[config.mk]
export PLATFORM = sky130hd
export DESIGN_NAME = serial_subtractor_flat
export DESIGN_NICKNAME = d
export VERILOG_FILES = /design/src/rtl/serial_subtractor_if.sv /design/src/rtl/serial_subtractor.sv /design/src/flat_wrapper.sv
export SDC_FILE = /design/constraint.sdc
export NUM_CORES = 1
export LEC_CHECK = 0
export CORE_MARGIN = 2
export CORE_UTILIZATION = 35
export CTS_CLUSTER_DIAMETER = 150
export CTS_CLUSTER_SIZE = 28
export DETAILED_ROUTE_END_ITERATION = 7
export PLACE_DENSITY_LB_ADDON = 0.08
export REMOVE_ABC_BUFFERS = 1
export SLEW_MARGIN = 5
export SYNTH_ARGS = -nofsm -noshare
export SYNTH_HDL_FRONTEND = slang
export SYNTH_SLANG_ARGS = --single-unit
[constraint.sdc]
create_clock -name clk -period 2.26 [get_ports clk]
set_input_delay 0.678 -clock clk [delete_from_list [all_inputs] [get_ports clk]]
set_output_delay 0.678 -clock clk [all_outputs]
set_load 0.03 [all_outputs]
[src/rtl/serial_subtractor_if.sv]
// Handshake and data bundle for the bit-serial subtractor.
// The requester drives start/a/b; the subtractor returns status and the registered result.
interface serial_subtractor_if #(
  parameter int unsigned WIDTH = 64
);
  logic             start;
  logic [WIDTH-1:0] a;
  logic [WIDTH-1:0] b;
  logic             busy;
  logic             done;
  logic [WIDTH-1:0] diff;
  logic             bout;
  logic             ovf;

  modport master (
    output start, a, b,
    input  busy, done, diff, bout, ovf
  );

  modport slave (
    input  start, a, b,
    output busy, done, diff, bout, ovf
  );
endinterface

[src/rtl/serial_subtractor.sv]
// Bit-serial two's-complement subtractor: diff = a - b, one bit per clock, LSB first,
// using a single full-adder cell on a and ~b with the carry flop preset to 1.
module serial_subtractor #(
  parameter int unsigned WIDTH = 64
) (
  input  logic              clk,
  input  logic              rst_n,
  serial_subtractor_if.slave bus
);

  localparam int unsigned CntW = (WIDTH > 1) ? $clog2(WIDTH) : 1;
  localparam logic [CntW-1:0] CntLast = CntW'(WIDTH - 1);

  typedef enum logic [1:0] {StIdle, StRun, StDone} state_e;

  state_e           state_q, state_d;
  logic [WIDTH-1:0] sh_a_q, sh_a_d;
  logic [WIDTH-1:0] sh_b_q, sh_b_d;
  logic [WIDTH-1:0] sh_r_q, sh_r_d;
  logic [CntW-1:0]  cnt_q, cnt_d;
  logic             c_q, c_d;
  logic             a_msb_q, a_msb_d;
  logic             b_msb_q, b_msb_d;
  logic [WIDTH-1:0] diff_q, diff_d;
  logic             bout_q, bout_d;
  logic             ovf_q, ovf_d;

  logic sum_bit;
  logic carry_next;
  logic accept;

  always_comb begin
    state_d    = state_q;
    sh_a_d     = sh_a_q;
    sh_b_d     = sh_b_q;
    sh_r_d     = sh_r_q;
    cnt_d      = cnt_q;
    c_d        = c_q;
    a_msb_d    = a_msb_q;
    b_msb_d    = b_msb_q;
    diff_d     = diff_q;
    bout_d     = bout_q;
    ovf_d      = ovf_q;

    sum_bit    = sh_a_q[0] ^ sh_b_q[0] ^ c_q;
    carry_next = (sh_a_q[0] & sh_b_q[0]) | (sh_a_q[0] & c_q) | (sh_b_q[0] & c_q);
    accept     = (state_q != StRun) && bus.start;

    unique case (state_q)
      StIdle: state_d = StIdle;
      StRun: begin
        sh_a_d = sh_a_q >> 1;
        sh_b_d = sh_b_q >> 1;
        sh_r_d = {sum_bit, sh_r_q[WIDTH-1:1]};
        c_d    = carry_next;
        if (cnt_q == CntLast) begin
          // Final bit: publish the full result in one edge so no partial value is visible.
          cnt_d   = '0;
          diff_d  = {sum_bit, sh_r_q[WIDTH-1:1]};
          bout_d  = ~carry_next;
          ovf_d   = (a_msb_q != b_msb_q) && (sum_bit != a_msb_q);
          state_d = StDone;
        end else begin
          cnt_d = cnt_q + 1'b1;
        end
      end
      StDone:  state_d = StIdle;
      default: state_d = StIdle;
    endcase

    if (accept) begin
      sh_a_d  = bus.a;
      sh_b_d  = ~bus.b;
      sh_r_d  = '0;
      c_d     = 1'b1;
      cnt_d   = '0;
      a_msb_d = bus.a[WIDTH-1];
      b_msb_d = bus.b[WIDTH-1];
      state_d = StRun;
    end
  end

  always_ff @(posedge clk or negedge rst_n) begin
    if (!rst_n) begin
      state_q <= StIdle;
      sh_a_q  <= '0;
      sh_b_q  <= '0;
      sh_r_q  <= '0;
      cnt_q   <= '0;
      c_q     <= 1'b0;
      a_msb_q <= 1'b0;
      b_msb_q <= 1'b0;
      diff_q  <= '0;
      bout_q  <= 1'b0;
      ovf_q   <= 1'b0;
    end else begin
      state_q <= state_d;
      sh_a_q  <= sh_a_d;
      sh_b_q  <= sh_b_d;
      sh_r_q  <= sh_r_d;
      cnt_q   <= cnt_d;
      c_q     <= c_d;
      a_msb_q <= a_msb_d;
      b_msb_q <= b_msb_d;
      diff_q  <= diff_d;
      bout_q  <= bout_d;
      ovf_q   <= ovf_d;
    end
  end

  assign bus.busy = (state_q == StRun);
  assign bus.done = (state_q == StDone);
  assign bus.diff = diff_q;
  assign bus.bout = bout_q;
  assign bus.ovf  = ovf_q;

endmodule
[src/flat_wrapper.sv]
// flat-port wrapper written by rule: the top's interface ports become plain ports
module serial_subtractor_flat 
#(
  parameter int unsigned WIDTH = 64
)
  (clk, rst_n, bus_start, bus_a, bus_b, bus_busy, bus_done, bus_diff, bus_bout, bus_ovf);
  serial_subtractor_if #(.WIDTH(WIDTH)) bus_i ();
  input  logic clk;
  input  logic rst_n;
  input wire logic [$bits(bus_i.start)-1:0] bus_start;
  input wire logic [$bits(bus_i.a)-1:0] bus_a;
  input wire logic [$bits(bus_i.b)-1:0] bus_b;
  output wire logic [$bits(bus_i.busy)-1:0] bus_busy;
  output wire logic [$bits(bus_i.done)-1:0] bus_done;
  output wire logic [$bits(bus_i.diff)-1:0] bus_diff;
  output wire logic [$bits(bus_i.bout)-1:0] bus_bout;
  output wire logic [$bits(bus_i.ovf)-1:0] bus_ovf;
  assign bus_i.start = bus_start;
  assign bus_i.a = bus_a;
  assign bus_i.b = bus_b;
  assign bus_busy = bus_i.busy;
  assign bus_done = bus_i.done;
  assign bus_diff = bus_i.diff;
  assign bus_bout = bus_i.bout;
  assign bus_ovf = bus_i.ovf;
  serial_subtractor #(.WIDTH(WIDTH)) u_core (.clk(clk), .rst_n(rst_n), .bus(bus_i));
endmodule
# == Word-level counts from Yosys, hierarchy flattened ==
# Cells that the tools add are included.
# classes
n_addsub,1
n_eq_ne,7
n_mux,14
bitwise_logic,9
n_reduce_logical,4
# ops
operator,count
two-way mux 64 bit,6
NOT 64 bit,1
two-way mux 6 bit,3
"adder 6 x 1 -> 6 bit, second input constant",1
"== test 6 bit, second input constant",1
two-way mux 2 bit,3
AND 1 bit,3
"inequality test 3 x 1 -> 1 bit, second input constant",1
"== test 2 x 1 -> 1 bit, second input constant",1
"== test 2 bit, second input constant",1
logical AND 1 bit,2
two-way mux 1 bit,2
inequality test 1 bit,2
"inequality test 2 x 1 -> 1 bit, second input constant",1
OR 1 bit,2
AND reduction 2 bit,1
nonzero test 2 bit,1
bitwise XOR 1 bit,2
NOT 1 bit,1
# totals
regBits,269
inputBits,131
word_cells,46

# == Depth between registers and ports, before layout ==
# logic_depth
ltp_word,5
ltp_mapped,9
depth_no_buf,4

# == Least setup slack after synthesis ==
# Ideal clock, no wire load.
# synth_timing
kind,register to output
from,register u_core.state_q[1]
to,output port bus_busy
t_arrival_ns,1.225
required_ns,1.582
path_slack_ns,0.357
path_stages_with_launch,7
cell_sequence,dfrtp_1 > nand2b_1 > buf_2 > inv_2 > buf_4 > buf_4 > buf_2
# synth_between
elab_chain_cells,1
# synth_rtl
element,line_no,rtl
start: declaration,serial_subtractor.sv:16,"state_e state_q, state_d;"
start signal: assignment,serial_subtractor.sv:85,state_q <= StIdle;
start signal: assignment,serial_subtractor.sv:97,state_q <= state_d;
== test 2 x 1 -> 1 bit,serial_subtractor.sv:111,assign bus.busy = (state_q == StRun);
end: declaration,flat_wrapper.sv:13,output wire logic [$bits(bus_i.busy)-1:0] bus_busy;
# Every way passes these cells.

# == Worst setup path in the final report ==
# layout_timing
from,"register u_core.diff_q[58], in the netlist u_core.bus.diff[58]"
to,output port bus_diff[58]
# layout_rtl
element,line_no,rtl
start: declaration,serial_subtractor.sv:24,"logic [WIDTH-1:0] diff_q, diff_d;"
start signal: assignment,serial_subtractor.sv:105,diff_q <= diff_d;
end: declaration,flat_wrapper.sv:15,output wire logic [$bits(bus_i.diff)-1:0] bus_diff;
# No word-level cell between the ends.

==> impl_metrics.ini <==
[routing]
vias = 7979
wirelength_microns = 25080
initialDrtViolationCount = 472
ant_nets = 0
route.detailed.drc = 0
dr.pass1.iters = 4
viasPerCell = 4.719
post_drt_wl_per_cell_microns = 14.83

[place]
gp_congestion = 0.7018
port_buffers = 198
dp_hpwl_microns = 16290
dpl_cell_area_sq_mm = 0.01389
dp_cells = 1675

[run]
maxCapViolations = 0

[final_layout]
area.sequential_sq_mm = 0.006706
utilization_pct = 44.26
mostFrequentLayoutCells = dfrtp_1 (268), nand2_1 (258), o21ai_0 (194), clkdlybuf4s50_1 (155), mux2i_1 (67)
area_delta_synth_final_pct = 25.38
fill_cells = 3091
fin_nets = 1381
drive_above_1_share_pct = 7.698
final_common_cell = dfrtp_1
instances_no_fill = 1691
multiInputGateArea_sq_mm = 0.004293
final_area_sq_mm = 0.01429

[clock_network]
clock_path_buffers = 3
cts_sinks = 268
cts_setup_buffers = 0
cts_resized = 16
cts_inserted_buffers = 13
h-tree-depth = 1
cts_tree = yes
cts.clk_slew.worst_paths_ps = 110
clockRootBuffer = clkbuf_16
cts_hold_buf = 0
insertion_delay_ps = 490

[global_route]
grt_pass1_wl_microns = 41390
grt_max_degree = 151
gr-total-overflow = 0
grt_pass1_vias = 7781
track_usage_pct = 14.92
antenna_found_initial = 7

[critical_path]
required_ps = 1580
cp_max_fo = 2
cp_cell_sequence = clkdlybuf4s50_1
crit_type = reg -> out
cp.arrival_ps = 1510
end_kind = primary output
slowest_delay_ps = 670
critPathSlowestCell = clkdlybuf4s50_1
cp_top_family = buffers and inverters
start_kind = flop
critical_path_buf_inv_count = 1

[floorplanning]
std_cell_rows = 66
die_y_microns = 184.5
initial_core_util_pct = 35.31
die_w_microns = 184.5
die-area_sq_mm = 0.03403
design.portCount = 199
coreArea_sq_mm = 0.03229

[synthesis]
ys.flop_type = dfrtp_1
yosys-top-cells-area = dfrtp_1 (59%), o21ai_0 (8.5%), nand2_1 (8.5%)
avgSynthCellArea_sq_um = 10.44
synth_top_area_share_pct = 58.83
ys_warn_count = 0
async_flop_share_pct = 100.0
synthCells = 1092
synth_edf_count = 0
synthesis.area_sq_mm = 0.01140
synth.distinct_cells = 32
synth_top_area_cell = dfrtp_1
ys_seq_elements = 268
seq_area_frac_synth_pct = 58.83

[timing]
max_freq_mhz = 456.2
max_slew_margin_pct = 62.94
drv_slew = 0
hold_viol = 0
fin_crit_ps = 2192
rsz0062_at_grt = no
worst_pin_slew_ps = 556.0
finalClockSkew_ps = 23.43
fin_crit_sh_pct = 96.99
finalSetupViolations = 0

[power_and_ir_drop]
power.share.combinational_pct = 32.8
p_switching_uw = 5639
leakagePower_uw = 0.006845
p_int_uw = 10020
power.total_uw = 15650
irDropWorstVdd_mv = 0.5331
p_sw_share_pct = 36.02
power_frac_clock_pct = 16.6
power_density_mw_per_mm2 = 1095
p_seq_share_pct = 50.6

[run_status]
run_status = complete, no violations

[worst_hold_path]
hold_class = in -> async
[flip-flops by register name, indices dropped and copies added (netlist names)]
register / flops
u_core.sh_a_q: 64
u_core.bus.bout: 1
u_core.bus.diff: 64
u_core.sh_b_q: 64
u_core.state_q: 2
u_core.sh_r_q: 63
u_core.a_msb_q: 1
u_core.cnt_q: 6
u_core.bus.ovf: 1
u_core.b_msb_q: 1
u_core.c_q: 1
[Yosys cell counts, types with 2 or more instances]
cell,number
dfrtp_1,268
mux2_2,51
buf_2,32
mux2_1,17
buf_4,6
a21oi_1,63
nor2_1,4
buf_6,4
inv_1,3
o21ai_0,194
clkbuf_1,37
nor2b_1,64
mux2i_1,67
nand3_1,6
nand2b_1,2
nand2_1,258
[logic make-up (layout without fill, tap and decap cells)]
kind of cell | after synthesis | count (layout) | synth area share, %
DFF | 268 | 268 | 58.83
buffers and inverters | 84 | 239 | 3.578
xor gates and xnor gates | 1 | 1 | 0.07684
and+or+nand+nor | 339 | 339 | 12.92
other | 0 | 2 | 0
AOI/OAI and AO/OA | 263 | 263 | 11.71
muxes | 135 | 135 | 12.60
adders and majority gates | 2 | 2 | 0.2854
[worst paths after layout]
kind                       cells past startpoint                start  slack, ps             endpoint
hold reg to reg                                2    u_core.sh_b_q[15]        470    u_core.sh_b_q[14]
min in group clk                               2    u_core.sh_b_q[15]        470    u_core.sh_b_q[14]
setup / recovery                               1  u_core.bus.diff[58]         70         bus_diff[58]
hold / removal                                 1                rst_n         90    u_core.sh_r_q[12]
setup reg to reg                               5      u_core.cnt_q[0]        330  u_core.bus.diff[26]
max in group asynchronous                      2                rst_n       1500      u_core.cnt_q[0]
[power by group through the flow]
| stage | Combinational, uW | Sequential, uW | Clock (uW) |
|---|---|---|---|
| finish | 5140 | 7920 | 2600 |
| global route | 5830 | 8200 | 2920 |
| CTS | 5270 | 7940 | 2750 |
| detailed placement | 5320 | 8030 | 0 |
| global placement | 5210 | 8030 | 0 |
| floorplan | 2580 | 8500 | 0 |
[worst register-to-register path, stage by stage, from the launching register on]
cell,delay (ps)
dfrtp_1,430
ha_1,250
nand2_1,170
nor3_4,210
buf_12,320
mux2_2,440
[metrics by stage]
stage               hold slack (ps)  worst slack [ps]  TNS, ps
global route                  93.42             2.835        0
floorplan                     382.4             -1797  -386880
finish                        93.33             67.92        0
detailed placement            464.9             363.2        0
CTS                           88.33             5.891        0
global placement              459.7             364.4        0
[routing by layer]
layer  up-vias  wire (microns)  track usage, %
li1       3962               -               -
met1      3828           12340           21.38
met2       147           10700           22.78
met3        32            1672           4.209
met4        10             312           2.592
met5         -              59               0
[cell type report]
type	instances	area share (%)
Clock inverter	1	0.1138
Clock buffer	13	2.276
Multi-Input combinational cell	740	30.04
Antenna cell	2	0.03502
Sequential cell	268	46.92
Timing Repair Buffer	221	16.57
Inverter	4	0.1751
Tap cell	442	3.869
Note: power is estimated with default switching activity, not from simulation.
